$ cat config.mk
export PLATFORM = sky130hd
export DESIGN_NAME = mii_rx_nibble_flat
export DESIGN_NICKNAME = d
export VERILOG_FILES = /design/src/rtl/mii_rx_nibble_if.sv /design/src/rtl/mii_rx_nibble.sv /design/src/flat_wrapper.sv
export SDC_FILE = /design/constraint.sdc
export NUM_CORES = 1
export LEC_CHECK = 0
export BUFFER_PORTS_ARGS = -buffer_cell sky130_fd_sc_hd__buf_2
export CORE_MARGIN = 1
export CORE_UTILIZATION = 37
export CTS_CLUSTER_SIZE = 40
export DETAILED_ROUTE_END_ITERATION = 10
export SYNTH_ARGS = -nofsm -noshare
export SYNTH_HDL_FRONTEND = slang
export SYNTH_SLANG_ARGS = --single-unit
$ cat constraint.sdc
create_clock -name rx_clock_i -period 1.83 [get_ports rx_clock_i]
set_input_delay 0.2745 -clock rx_clock_i [delete_from_list [all_inputs] [get_ports rx_clock_i]]
set_output_delay 0.2745 -clock rx_clock_i [all_outputs]
set_load 0.05 [all_outputs]
$ cat src/rtl/mii_rx_nibble_if.sv
// Signal bundle between the MII PHY receive pins and the nibble-to-byte assembler.
// The slave modport is the assembler's view; the master modport drives the PHY side.
interface mii_rx_nibble_if;
  localparam int unsigned NIB_W  = 4;
  localparam int unsigned BYTE_W = 8;
  localparam int unsigned CNT_W  = 16;

  logic              phy_rx_dv_i;
  logic [NIB_W-1:0]  phy_rxd_i;
  logic              phy_rx_er_i;

  logic              mii_rx_frame_o;
  logic [BYTE_W-1:0] mii_rx_data_o;
  logic              mii_rx_byte_received_o;
  logic              mii_rx_error_o;
  logic              dribble_o;
  logic              false_carrier_o;
  logic [CNT_W-1:0]  frame_count_o;
  logic [CNT_W-1:0]  error_count_o;

  modport master (
    output phy_rx_dv_i, phy_rxd_i, phy_rx_er_i,
    input  mii_rx_frame_o, mii_rx_data_o, mii_rx_byte_received_o, mii_rx_error_o,
    input  dribble_o, false_carrier_o, frame_count_o, error_count_o
  );

  modport slave (
    input  phy_rx_dv_i, phy_rxd_i, phy_rx_er_i,
    output mii_rx_frame_o, mii_rx_data_o, mii_rx_byte_received_o, mii_rx_error_o,
    output dribble_o, false_carrier_o, frame_count_o, error_count_o
  );
endinterface

$ cat src/rtl/mii_rx_nibble.sv
// MII receive front end: strips the preamble, pairs nibbles (low first) into bytes,
// flags frame errors, dribble nibbles and false carriers, and keeps frame/error counts.
module mii_rx_nibble (
  input  logic           rx_clock_i,
  input  logic           rx_reset_i,
  mii_rx_nibble_if.slave mii
);
  localparam int unsigned NIB_W  = 4;
  localparam int unsigned BYTE_W = 8;
  localparam int unsigned CNT_W  = 16;

  localparam logic [NIB_W-1:0]  NIB_PRE  = 4'h5;
  localparam logic [NIB_W-1:0]  NIB_SFD  = 4'hD;
  localparam logic [NIB_W-1:0]  NIB_FC   = 4'hE;
  localparam logic [BYTE_W-1:0] BYTE_SFD = 8'hD5;
  localparam logic [CNT_W-1:0]  CNT_MAX  = 16'hFFFF;

  typedef enum logic [2:0] {
    ST_IDLE     = 3'd0,
    ST_PREAMBLE = 3'd1,
    ST_LOW      = 3'd2,
    ST_HIGH     = 3'd3,
    ST_DRAIN    = 3'd4
  } state_e;

  state_e             state_q, state_d;
  logic               frame_q, frame_d;
  logic [BYTE_W-1:0]  data_q, data_d;
  logic               byte_q, byte_d;
  logic               error_q, error_d;
  logic               dribble_q, dribble_d;
  logic               fc_q, fc_d;
  logic [NIB_W-1:0]   low_q, low_d;
  logic [CNT_W-1:0]   frame_count_q, frame_count_d;
  logic [CNT_W-1:0]   error_count_q, error_count_d;
  logic               err_inc_c;

  logic              dv;
  logic              er;
  logic [NIB_W-1:0]  rxd;

  assign dv  = mii.phy_rx_dv_i;
  assign er  = mii.phy_rx_er_i;
  assign rxd = mii.phy_rxd_i;

  // Next state and next registered outputs from the current state and PHY sample.
  always_comb begin
    state_d       = state_q;
    frame_d       = frame_q;
    data_d        = data_q;
    byte_d        = 1'b0;
    error_d       = error_q;
    dribble_d     = 1'b0;
    fc_d          = 1'b0;
    low_d         = low_q;
    frame_count_d = frame_count_q;
    err_inc_c     = 1'b0;

    unique case (state_q)
      ST_IDLE: begin
        // error_o lingers one cycle past frame end, then clears here
        frame_d = 1'b0;
        error_d = 1'b0;
        if (dv) begin
          if (rxd == NIB_PRE) begin
            state_d = ST_PREAMBLE;
          end else begin
            state_d = ST_DRAIN;
            frame_d = 1'b1;
            error_d = 1'b1;
          end
        end else if (er && (rxd == NIB_FC)) begin
          fc_d      = 1'b1;
          err_inc_c = 1'b1;
        end
      end

      ST_PREAMBLE: begin
        frame_d = 1'b0;
        error_d = 1'b0;
        if (!dv) begin
          state_d = ST_IDLE;
        end else if (er) begin
          state_d = ST_DRAIN;
          frame_d = 1'b1;
          error_d = 1'b1;
        end else if (rxd == NIB_PRE) begin
          state_d = ST_PREAMBLE;
        end else if (rxd == NIB_SFD) begin
          state_d       = ST_LOW;
          frame_d       = 1'b1;
          byte_d        = 1'b1;
          data_d        = BYTE_SFD;
          frame_count_d = frame_count_q + CNT_W'(1);
        end else begin
          state_d = ST_DRAIN;
          frame_d = 1'b1;
          error_d = 1'b1;
        end
      end

      ST_LOW: begin
        error_d = error_q | er;
        if (!dv) begin
          state_d   = ST_IDLE;
          frame_d   = 1'b0;
          err_inc_c = error_q | er;
        end else begin
          state_d = ST_HIGH;
          low_d   = rxd;
        end
      end

      ST_HIGH: begin
        error_d = error_q | er;
        if (!dv) begin
          // odd nibble count: drop the half byte and flag it
          state_d   = ST_IDLE;
          frame_d   = 1'b0;
          dribble_d = 1'b1;
          err_inc_c = error_q | er;
        end else begin
          state_d = ST_LOW;
          byte_d  = 1'b1;
          data_d  = {rxd, low_q};
        end
      end

      ST_DRAIN: begin
        frame_d = 1'b1;
        error_d = 1'b1;
        if (!dv) begin
          state_d   = ST_IDLE;
          frame_d   = 1'b0;
          err_inc_c = 1'b1;
        end
      end

      default: begin
        state_d = ST_IDLE;
        frame_d = 1'b0;
        error_d = 1'b0;
      end
    endcase

    error_count_d = (err_inc_c && (error_count_q != CNT_MAX))
                  ? error_count_q + CNT_W'(1) : error_count_q;
  end

  // State and output registers.
  always_ff @(posedge rx_clock_i or posedge rx_reset_i) begin
    if (rx_reset_i) begin
      state_q       <= ST_IDLE;
      frame_q       <= 1'b0;
      data_q        <= '0;
      byte_q        <= 1'b0;
      error_q       <= 1'b0;
      dribble_q     <= 1'b0;
      fc_q          <= 1'b0;
      low_q         <= '0;
      frame_count_q <= '0;
      error_count_q <= '0;
    end else begin
      state_q       <= state_d;
      frame_q       <= frame_d;
      data_q        <= data_d;
      byte_q        <= byte_d;
      error_q       <= error_d;
      dribble_q     <= dribble_d;
      fc_q          <= fc_d;
      low_q         <= low_d;
      frame_count_q <= frame_count_d;
      error_count_q <= error_count_d;
    end
  end

  assign mii.mii_rx_frame_o         = frame_q;
  assign mii.mii_rx_data_o          = data_q;
  assign mii.mii_rx_byte_received_o = byte_q;
  assign mii.mii_rx_error_o         = error_q;
  assign mii.dribble_o              = dribble_q;
  assign mii.false_carrier_o        = fc_q;
  assign mii.frame_count_o          = frame_count_q;
  assign mii.error_count_o          = error_count_q;

endmodule

$ cat src/flat_wrapper.sv
// flat-port wrapper written by rule: the top's interface ports become plain ports
module mii_rx_nibble_flat 
  (rx_clock_i, rx_reset_i, mii_phy_rx_dv_i, mii_phy_rxd_i, mii_phy_rx_er_i, mii_mii_rx_frame_o, mii_mii_rx_data_o, mii_mii_rx_byte_received_o, mii_mii_rx_error_o, mii_dribble_o, mii_false_carrier_o, mii_frame_count_o, mii_error_count_o);
  mii_rx_nibble_if mii_i ();
  input  logic rx_clock_i;
  input  logic rx_reset_i;
  input wire logic [$bits(mii_i.phy_rx_dv_i)-1:0] mii_phy_rx_dv_i;
  input wire logic [$bits(mii_i.phy_rxd_i)-1:0] mii_phy_rxd_i;
  input wire logic [$bits(mii_i.phy_rx_er_i)-1:0] mii_phy_rx_er_i;
  output wire logic [$bits(mii_i.mii_rx_frame_o)-1:0] mii_mii_rx_frame_o;
  output wire logic [$bits(mii_i.mii_rx_data_o)-1:0] mii_mii_rx_data_o;
  output wire logic [$bits(mii_i.mii_rx_byte_received_o)-1:0] mii_mii_rx_byte_received_o;
  output wire logic [$bits(mii_i.mii_rx_error_o)-1:0] mii_mii_rx_error_o;
  output wire logic [$bits(mii_i.dribble_o)-1:0] mii_dribble_o;
  output wire logic [$bits(mii_i.false_carrier_o)-1:0] mii_false_carrier_o;
  output wire logic [$bits(mii_i.frame_count_o)-1:0] mii_frame_count_o;
  output wire logic [$bits(mii_i.error_count_o)-1:0] mii_error_count_o;
  assign mii_i.phy_rx_dv_i = mii_phy_rx_dv_i;
  assign mii_i.phy_rxd_i = mii_phy_rxd_i;
  assign mii_i.phy_rx_er_i = mii_phy_rx_er_i;
  assign mii_mii_rx_frame_o = mii_i.mii_rx_frame_o;
  assign mii_mii_rx_data_o = mii_i.mii_rx_data_o;
  assign mii_mii_rx_byte_received_o = mii_i.mii_rx_byte_received_o;
  assign mii_mii_rx_error_o = mii_i.mii_rx_error_o;
  assign mii_dribble_o = mii_i.dribble_o;
  assign mii_false_carrier_o = mii_i.false_carrier_o;
  assign mii_frame_count_o = mii_i.frame_count_o;
  assign mii_error_count_o = mii_i.error_count_o;
  mii_rx_nibble u_core (.rx_clock_i(rx_clock_i), .rx_reset_i(rx_reset_i), .mii(mii_i));
endmodule
# After elaboration in Yosys (flattened, before gate mapping)
# Cells that the tools add are included.
[word_totals]
elab_cells = 80
input_bits = 8
out_inout_bits = 45
regBits = 52
[op_classes]
n_eq_ne = 16
n_addsub = 2
n_bitwise = 3
mux = 40
n_reduce_logical = 9
[ops]
columns = ["operator", "n"]
rows = [
  ["$mux W8", 5],
  ["$add A16 B1 Y16 const B", 2],
  ["$mux W3", 7],
  ["$mux W1", 20],
  ["$ne A16 B16 Y1 const B", 1],
  ["$pmux W8 S2", 1],
  ["$pmux W3 S5", 1],
  ["$ne A2 B2 Y1 const B", 7],
  ["$eq A4 B4 Y1 const B", 2],
  ["$pmux W1 S4", 2],
  ["$eq A3 B2 Y1 const B", 2],
  ["$reduce_and A6 Y1", 1],
  ["$reduce_and A5 Y1", 1],
  ["$eq A4 B3 Y1 const B", 1],
  ["$mux W2", 2],
  ["$reduce_and A2 Y1", 2],
  ["$eq A3 B1 Y1 const B", 1],
  ["$eq A3 B3 Y1 const B", 1],
  ["$logic_not A3 Y1", 1],
  ["$pmux W1 S3", 1],
  ["$logic_and A1 B1 Y1", 2],
  ["$ne A2 B1 Y1 const B", 1],
  ["$not A1 Y1", 2],
  ["$pmux W1 S2", 1],
  ["other kinds (3)", 3],
]

# Logic depth before layout (Yosys ltp)
# Gate-level depths: netlist of run 1.
[logic_depth]
ltp_word = 6
ltp_mapped = 8
mapped_depth_nobuf = 6

# Worst setup path after synthesis of run 1
# OpenSTA, ideal clock, no wires.
[synth_timing]
path_type = "reg-to-reg"
from = "register u_core.error_count_q[6] (netlist: u_core.mii.error_count_o[6])"
to = "register u_core.error_count_q[14] (netlist: u_core.mii.error_count_o[14])"
path_buffers = 0
path_slack_ns = -0.233
stages_incl_launch_ff = 5
arrival_ns = 1.938
required_time_ns = 1.705
setup_time_ns = 0.125
period_less_slack_ns = 2.063
path_cell_list = "dfrtp_1 -> nand3_1 -> or4_1 -> nor3_1 -> mux2_2"
[synth_between]
elab_chain_cells = 2
word_cells_on_any_way = 3
classes_between = "add/sub (1); eq/ne (1); reduce/logical (1)"
[synth_rtl]
columns = ["item", "line", "text"]
rows = [
  ["start: declaration", "mii_rx_nibble.sv:35", "logic [CNT_W-1:0] error_count_q, error_count_d;"],
  ["start signal: assignment", "mii_rx_nibble.sv:173", "error_count_q <= error_count_d;"],
  ["parallel branches: the longest is 2 deep, another holds $add A16 B1 Y16", "-", ""],
]
# Several ways; the timed one is not identified.
# A chain may end at the register's enable or synchronous reset.

# Worst setup path in the final report of run 1
[layout_timing]
from = "register u_core.error_count_q[9] (netlist: u_core.mii.error_count_o[9])"
to = "register u_core.error_count_q[14] (netlist: u_core.mii.error_count_o[14])"
# The elaborated chain is that of the path after synthesis.

==> metrics.md, run 1 <==
| Metric | Value |
|---|---|
| Register-to-register path setup slack | between 0.02 and 0.03 ns |
| Number of synthesis warnings | 0 |
| Fin util | 0.512 |
| Synth top area cells | sky130_fd_sc_hd__dfrtp_1, sky130_fd_sc_hd__xnor2_1, sky130_fd_sc_hd__nand2_1, sky130_fd_sc_hd__nand3_1, sky130_fd_sc_hd__mux2_2 |
| Seq/Total Area, Yosys | 0.547 |
| Max_cap viols | 0 |
| Fin worst setup slack | around 0.030 ns |
| Floorplan die area | approximately 0.0068 sq mm |
| Proportion of register bits with asynchronous set or reset after synthesis | 1.00 |
| Antenna Cells | 0 |
| Worst-path cell with the longest stage delay | sky130_fd_sc_hd__or4_1 |
| Max Fclk | ~560 MHz |
| Pre-CTS worst setup slack | -0.0117 ns |
| Layout cells sized above 1 | 0.421 |
| Peak fanout along the critical path | 5 |
| Sw Ratio | 0.317 |
| Hold buffer count at cts | 0 |
| Most frequently used cell type in the post-synthesis netlist | sky130_fd_sc_hd__dfrtp_1 |
| Switching power | between 0.0008 and 0.0009 W |
| Number of buffers on the longest clock path | 2 |
| Sequential power share | 0.464 |
| Chip width | between 80 and 90 um |
| Final routed DRC violation total | 0 |
| Iteration count of the initial detailed-routing pass | 4 |
| Post-layout minimum cycle time | 1.80 ns |
| Final Cycle Share | 0.984 |
| Sink count of the clock tree | 52 |
| Critical path launch point type | flop |
| Overall routing resource usage | 0.168 |
| I/O Buffers | 52 |
| Clock Pin Slew Worst Setup and Hold Paths | ~0.1 ns |
| Clk Latency, worst-skew pair | ~0.3 ns |
| Total internal power | 0.00187 W |
| Nets@finish | between 300 and 400 |
| Count of flip-flops with a built-in enable after synthesis | 0 |
| Register bit total from synthesis | between 50 and 60 |
| Final WL | 5020 um |
| Core ar. | between 0.006 and 0.007 sq mm |
| Half-perimeter wire length after placement | 3660 um |
| Static leakage | 1.53 nW |
| H-Tree Level Count | 2 |
| Power share of the clock group | 0.283 |
| Slew @ Worst Pin | between 0.3 and 0.4 ns |
| Status | completed |
| Number of global-route vias before repair | ~1800 |
| Number of hold-slack violations in the final timing report | 0 |
| Hold crit path type | in -> async |
| Most common library cells after synthesis | sky130_fd_sc_hd__dfrtp_1, sky130_fd_sc_hd__nand2_1, sky130_fd_sc_hd__xnor2_1, sky130_fd_sc_hd__nor2_1, sky130_fd_sc_hd__nand3_1 |
| Layout Area Growth over Synthesis | 30.3% |
| Post-Synthesis Cells | about 220 |
| CP max stage delay | ~0.58 ns |
| Gpl congestion | between 0.8 and 0.9 |
| Kind of end point of the critical path | flop |
| End point of the critical path | u_core.mii.error_count_o[14] |
| CP cell instances | nand3_1, or4_1, nor3_4, mux2_2 |
| Data arrival time at the worst-slack endpoint | roughly 2.0 ns |
| Setup violation total in the final timing report | 0 |
| Post-DR vias/cell | roughly 5 |
| Number of buffers created by CTS | 5 |
| CTS Root Cell | sky130_fd_sc_hd__clkbuf_8 |
| Power density over the cells | 883 mW/mm^2 |
| Initial detailed-routing violation count | 95 |
| Initial antenna violation count | 0 |
| Leading area contributor after synthesis | sky130_fd_sc_hd__dfrtp_1 |
| Die Y-Extent | between 80 and 90 um |
| Cell area after synthesis | around 0.0024 sq mm |
| Number of vias after detailed routing | about 1900 |
| Initial cell density of the core | 0.393 |
| R2R depth | 4 |
| Fraction of synthesized cell area taken by the top area cell type | 0.547 |
| Most instantiated flip-flop cell in the synthesis netlist | sky130_fd_sc_hd__dfrtp_1 |
| Average wire per standard cell | roughly 13 um |
| Post-detailed-route count of antenna-violating nets | 0 |
| Combinational share of power | 0.253 |
| Largest net degree at the start of global routing | between 50 and 60 |
| Crit path required time | between 2 and 2.5 ns |
| Floorplan row count | 28 |
| Gr ovfl total | 0 |
| Setup Crit Path Kind | reg -> reg |
| Number of library cell types mapped by synthesis | 40 |
| Number of pins with negative max-slew slack in the final report | 0 |
| Terminus of the critical flop-to-flop path | u_core.mii.error_count_o[14] |
| Unrepaired setup endpoints after global routing | yes |
| Global-route wire length before repair | around 8600 um |
| Post-synth net total | roughly 230 |
| Relative slew margins | 0.749 |
| I/O Pins | 53 |
| Worst vdd ir | between 800 and 900 uV |
| Worst R2R Start | u_core.mii.error_count_o[9] |
| TritonCTS clock tree | done |
| CP startpoint | u_core.mii.error_count_o[9] |
| Avg Cell Area, Syn | roughly 11 sq um |
| Skew final | between 0.009 and 0.01 ns |
cells in the final DEF (no fill, tap or decap), types with 5 or more instances in the layout:
cell type	instances
sky130_fd_sc_hd__and3_1	6
sky130_fd_sc_hd__buf_2	52
sky130_fd_sc_hd__buf_4	21
sky130_fd_sc_hd__clkbuf_8	5
sky130_fd_sc_hd__dfrtp_1	37
sky130_fd_sc_hd__dfrtp_2	15
sky130_fd_sc_hd__inv_1	6
sky130_fd_sc_hd__mux2_2	6
sky130_fd_sc_hd__nand2_1	24
sky130_fd_sc_hd__nand3_1	13
sky130_fd_sc_hd__nand4_1	11
sky130_fd_sc_hd__nor2_1	21
sky130_fd_sc_hd__nor3_1	8
sky130_fd_sc_hd__xnor2_1	23
timing repair:
| item | in CTS | in global routing |
|---|---|---|
| setup endpoints to repair | 7 | 31 |
| setup buffers | 0 | 2 |
| resized for setup | 2 | 15 |
| gates cloned | 0 | 0 |
| endpoints found under the hold margin | 0 | 0 |
| pin swaps | 1 | 6 |
critical path: cells and delay by family, from the launching register on:
kind             cells  cell delay (ns)
flip-flops           1             0.42
multiplexers         1             0.34
AND/OR/NAND/NOR      3             0.93
worst min-delay path by stage:
stage                                       end  slack (ns)  cells after the start
global placement    u_core.mii.error_count_o[3]        0.34                      3
finish              u_core.mii.error_count_o[0]       0.004                      3
global route        u_core.mii.frame_count_o[6]        0.02                      3
CTS                 u_core.mii.error_count_o[0]        0.02                      3
detailed placement  u_core.mii.error_count_o[3]        0.35                      3
floorplan           u_core.mii.mii_rx_data_o[5]        0.41                      2
power groups by stage:
stage	sequential (W)	combinational [W]	clock (W)
after global placement	0.00129	0.000651	0
after global routing	0.00128	0.000742	0.000850
after floorplan	0.00154	0.000161	0
final	0.00127	0.000693	0.000776
after detailed placement	0.00129	0.000652	0
after CTS	0.00127	0.000655	0.000805
logic make-up (layout without fill, tap and decap cells):
logic type,Yosys count,count (layout),share of synthesized area
xor+xnor,27,27,0.0994
simple gates,107,107,0.234
flops,52,52,0.547
compound gates,12,12,0.0415
fa+ha+maj,2,2,0.0105
mux,8,8,0.0373
buf+inv,14,91,0.0305
through the flow:
| stage | setup TNS [ns] | area [sq um] | std cells | hold WS [ns] | total power [W] |
|---|---|---|---|---|---|
| 2_1_floorplan | -0.0300 | 2410 | 222 | 0.407 | 0.00170 |
| 3_3_place_gp | 0 | 2890 | 364 | 0.344 | 0.00194 |
| 3_5_place_dp | -0.0159 | 2890 | 364 | 0.350 | 0.00194 |
| 4_1_cts | 0 | 3020 | 372 | 0.0159 | 0.00273 |
| 5_1_grt | -0.377 | 3100 | 374 | 0.0234 | 0.00288 |
| 6_report | 0 | 3100 | 374 | 0.00397 | 0.00274 |
metal layers:
layer,vias up,track usage,part of all wire
li1,923,-,-
met5,-,0,0
met3,11,0.0352,0.040
met2,48,0.258,0.47
met4,0,0.0614,0.021
met1,896,0.232,0.47
registers in the layout, indices dropped and copies added (netlist names):
register                           cells
u_core.mii.mii_rx_error_o              1
u_core.mii.frame_count_o              16
u_core.mii.error_count_o              16
u_core.mii.mii_rx_frame_o              1
u_core.low_q                           4
u_core.state_q                         3
u_core.mii.mii_rx_byte_received_o      1
u_core.mii.mii_rx_data_o               8
u_core.mii.dribble_o                   1
u_core.mii.false_carrier_o             1
area by class of cell:
type,count,area [sq um]
well taps,75,93.8
clock buffers,6,72.6
repair buffers,75,449
flip-flops and latches,52,1320
inverters,8,33.8
clock inverters,2,35.0
fillers,575,2960
multi-input cells,156,1100
Power figures use the tool's default switching activity.
==> run 2, diff against run 1 <==
--- a/config.mk
+++ b/config.mk
@@ -5,11 +5,13 @@
 export SDC_FILE = /design/constraint.sdc
 export NUM_CORES = 1
 export LEC_CHECK = 0
-export BUFFER_PORTS_ARGS = -buffer_cell sky130_fd_sc_hd__buf_2
 export CORE_MARGIN = 1
-export CORE_UTILIZATION = 37
+export CORE_UTILIZATION = 56
 export CTS_CLUSTER_SIZE = 40
 export DETAILED_ROUTE_END_ITERATION = 10
+export DONT_BUFFER_PORTS = 1
+export GPL_TIMING_DRIVEN = 0
+export PLACE_DENSITY = 0.74
 export SYNTH_ARGS = -nofsm -noshare
 export SYNTH_HDL_FRONTEND = slang
 export SYNTH_SLANG_ARGS = --single-unit
==> metrics.md, run 2 (synthesized netlist as in run 1, its figures left out) <==
| Metric | Value |
|---|---|
| Status | finished, violations left (was completed) |
| Violations in the final reports | negative setup slack |
| Worst vdd ir | 998 uV (was 841 uV) |
| Number of global-route vias before repair | 1689 (was 1829) |
| Initial antenna violation count | 0 (unchanged) |
| Sequential power share | 0.561 (was 0.464) |
| Placed cell areas | 0.00249 sq mm (was 0.00289 sq mm) |
| Most frequent cells in the layout | sky130_fd_sc_hd__dfrtp_1, sky130_fd_sc_hd__nand2_1, sky130_fd_sc_hd__xnor2_1 (was sky130_fd_sc_hd__buf_2, sky130_fd_sc_hd__dfrtp_1, sky130_fd_sc_hd__nand2_1) |
| Startpoint of the most critical hold path | mii_phy_rxd_i[2] |
| Final WL | 5020 um (about the same) |
| Delay-heaviest family, CP | flip-flops (was simple AND/OR/NAND/NOR gates) |
| Post-DR vias/cell | 5.92 (was 5.02) |
| Instance count after placement with tap cells included | 273 (was 364) |
| Number of buffers on the longest clock path | 2 (unchanged) |
| Slew @ Worst Pin | 0.649 ns (was 0.377 ns) |
| Antenna Cells | 0 (unchanged) |
| TritonCTS clock tree | done (unchanged) |
| Number of pins with negative max-slew slack in the final report | 0 (unchanged) |
| Hold crit path type | in -> reg (was in -> async) |
| Max Fclk | 511 MHz (was 555 MHz) |
| Max_cap viols | 0 (unchanged) |
| Sink count of the clock tree | 52 (unchanged) |
| Crit path required time | 2.01 ns (was 2.02 ns) |
| Worst R2R Start | u_core.mii.error_count_o[1] (was u_core.mii.error_count_o[9]) |
| Setup violation total in the final timing report | 21 (was 0) |
| Data arrival time at the worst-slack endpoint | 2.14 ns (was 1.99 ns) |
| Power density over the cells | 972 mW/mm^2 (was 883 mW/mm^2) |
| Clk Latency, worst-skew pair | 0.29 ns (was 0.30 ns) |
| Half-perimeter wire length after placement | 3200 um (was 3660 um) |
| Number of hold-slack violations in the final timing report | 0 (unchanged) |
| CP startpoint | u_core.mii.error_count_o[1] (was u_core.mii.error_count_o[9]) |
| Floorplan row count | 23 (was 28) |
| Terminus of the critical flop-to-flop path | u_core.mii.error_count_o[1] (was u_core.mii.error_count_o[14]) |
| Final routed DRC violation total | 0 (unchanged) |
| Peak fanout along the critical path | 4 (was 5) |
| I/O Buffers | 0 (was 52) |
| Unrepaired setup endpoints after global routing | yes (unchanged) |
| Worst-path cell with the longest stage delay | sky130_fd_sc_hd__dfrtp_2 (was sky130_fd_sc_hd__or4_1) |
| Min Hold Slack | 0.123 ns (was 0.00397 ns) |
| Setup Crit Path Kind | reg -> reg (unchanged) |
| WP buf/inv | 1 (was 0) |
| Number of stages on the worst hold path | 2 |
| Initial detailed-routing violation count | 93 (was 95) |
| Switching power | 0.000860 W (was 0.000869 W) |
| Total internal power | 0.00194 W (was 0.00187 W) |
| Global-route wire length before repair | 8150 um (was 8570 um) |
| Final design instance area without fill | 0.00289 sq mm (was 0.00310 sq mm) |
| Fillers | 303 (was 575) |
| Static leakage | 1.27 nW (was 1.53 nW) |
| Initial cell density of the core | 0.591 (was 0.393) |
| CTS Root Cell | sky130_fd_sc_hd__clkbuf_8 (unchanged) |
| Post-route insts no fill | 293 (was 374) |
| Critical path launch point type | flop (unchanged) |
| Number of vias after detailed routing | 1735 (was 1878) |
| Core ar. | 0.00403 sq mm (was 0.00606 sq mm) |
| Average wire per standard cell | 17.1 um (was 13.4 um) |
| Power share of the clock group | 0.324 (was 0.283) |
| Combinational share of power | 0.115 (was 0.253) |
| Fin worst setup slack | -0.128 ns (was 0.0297 ns) |
| Worst hold path endpoint | u_core.mii.mii_rx_data_o[6] |
| Kind of end point of the critical path | flop (unchanged) |
| Layout cells sized above 1 | 0.329 (was 0.421) |
| Chip width | 67.2 um (was 82.2 um) |
| Floorplan die area | 0.00451 sq mm (was 0.00676 sq mm) |
| Clock Pin Slew Worst Setup and Hold Paths | 0.09 ns (was 0.10 ns) |
| R2R depth | 6 (was 4) |
| I/O Pins | 53 (unchanged) |
| Fin util | 0.716 (was 0.512) |
| Layout Area Growth over Synthesis | 21.3% (was 30.3%) |
| CP cell instances | ha_4, nand2_4, nor4_4, a221oi_4, buf_4, mux2_4 (was nand3_1, or4_1, nor3_4, mux2_2) |
| Gr ovfl total | 0 (unchanged) |
| Nets@finish | 252 (was 308) |
| Relative slew margins | 0.564 (was 0.749) |
| CP max stage delay | 0.57 ns (was 0.58 ns) |
| Most common cell after layout, fill and taps aside | sky130_fd_sc_hd__dfrtp_1 (was sky130_fd_sc_hd__buf_2) |
| Skew final | 0.00510 ns (was 0.00987 ns) |
| Post-detailed-route count of antenna-violating nets | 0 (unchanged) |
| H-Tree Level Count | 2 (unchanged) |
| Final Cycle Share | 1.07 (was 0.984) |
| Gpl congestion | 0.889 (was 0.826) |
| Die Y-Extent | 67.2 um (was 82.2 um) |
| Overall routing resource usage | 0.241 (was 0.168) |
| Sw Ratio | 0.307 (was 0.317) |
| Largest net degree at the start of global routing | 41 (was 53) |
| Number of buffers created by CTS | 5 (unchanged) |
| Register-to-register path setup slack | -0.13 ns (was 0.03 ns) |
| Post-layout minimum cycle time | 1.96 ns (was 1.80 ns) |
| Iteration count of the initial detailed-routing pass | 5 (was 4) |
run 2: cell count changes in the layout (fill, tap and decap cells not counted), sizes merged:
cell / previous run / this run
dlygate4sd3: 0 / 1
clkinvlp: 1 / 0
bufinv: 1 / 2
buf: 75 / 17
clkbuf: 6 / 7
run 2: worst max path at each step:
stage / to / slack, ns / cells past startpoint
floorplan: u_core.mii.error_count_o[14] / -0.02 / 4
global placement: u_core.mii.error_count_o[10] / -0.42 / 1
detailed placement: u_core.mii.error_count_o[4] / -0.31 / 7
CTS: u_core.mii.error_count_o[1] / -0.09 / 6
global route: u_core.mii.error_count_o[4] / -0.22 / 8
finish: u_core.mii.error_count_o[1] / -0.13 / 6
run 2: layout make-up:
type                       count  area, sq um  area share
clock buffer                   6         72.6      0.0251
buffer                         5         38.8      0.0134
inverter                       8         31.3      0.0108
sequential                    52         1330       0.461
clock inverter                 2         60.1      0.0208
tap                           50         62.6      0.0217
multi-input combinational    156         1170       0.404
timing repair buffer          14          124      0.0429
run 2: worst register-to-register path: stages (launching register included):
cell and delay, ns:
sky130_fd_sc_hd__dfrtp_2 0.57, sky130_fd_sc_hd__ha_4 0.22, sky130_fd_sc_hd__nand2_4 0.06, sky130_fd_sc_hd__nor4_4 0.39, sky130_fd_sc_hd__a221oi_4 0.15, sky130_fd_sc_hd__buf_4 0.17, sky130_fd_sc_hd__mux2_4 0.29
run 2: timing repair:
action | in CTS | in global routing
hold buffers | 1 | 0
setup endpoints to repair | 34 | 30
pin swaps | 14 | 11
resized for setup | 30 | 9
setup buffers | 7 | 4
hold endpoints to repair | 12 | 0
cloned | 1 | 0
run 2: power groups by stage:
stage	combinational, W	clock (W)	sequential [W]
after floorplan	0.000161	0	0.00154
after global placement	0.000191	0	0.00156
after detailed placement	0.000203	0	0.00156
after CTS	0.000259	0.000903	0.00156
after global routing	0.000350	0.000964	0.00159
final	0.000321	0.000910	0.00157
run 2: layer usage:
layer	track usage	up-vias	part of all wire
met5	0	-	0
met4	0.0612	0	0.010
met3	0.0608	6	0.051
met2	0.414	58	0.52
met1	0.302	863	0.42
li1	-	808	-
run 2: through the flow:
step | TNS, ns | power (W) | setup WS [ns]
6_report | -1.19 | 0.00280 | -0.128
5_1_grt | -3.22 | 0.00290 | -0.223
4_1_cts | -0.672 | 0.00272 | -0.0943
3_5_place_dp | -5.65 | 0.00177 | -0.305
3_3_place_gp | -20.10 | 0.00175 | -0.416
2_1_floorplan | -0.0300 | 0.00170 | -0.0190
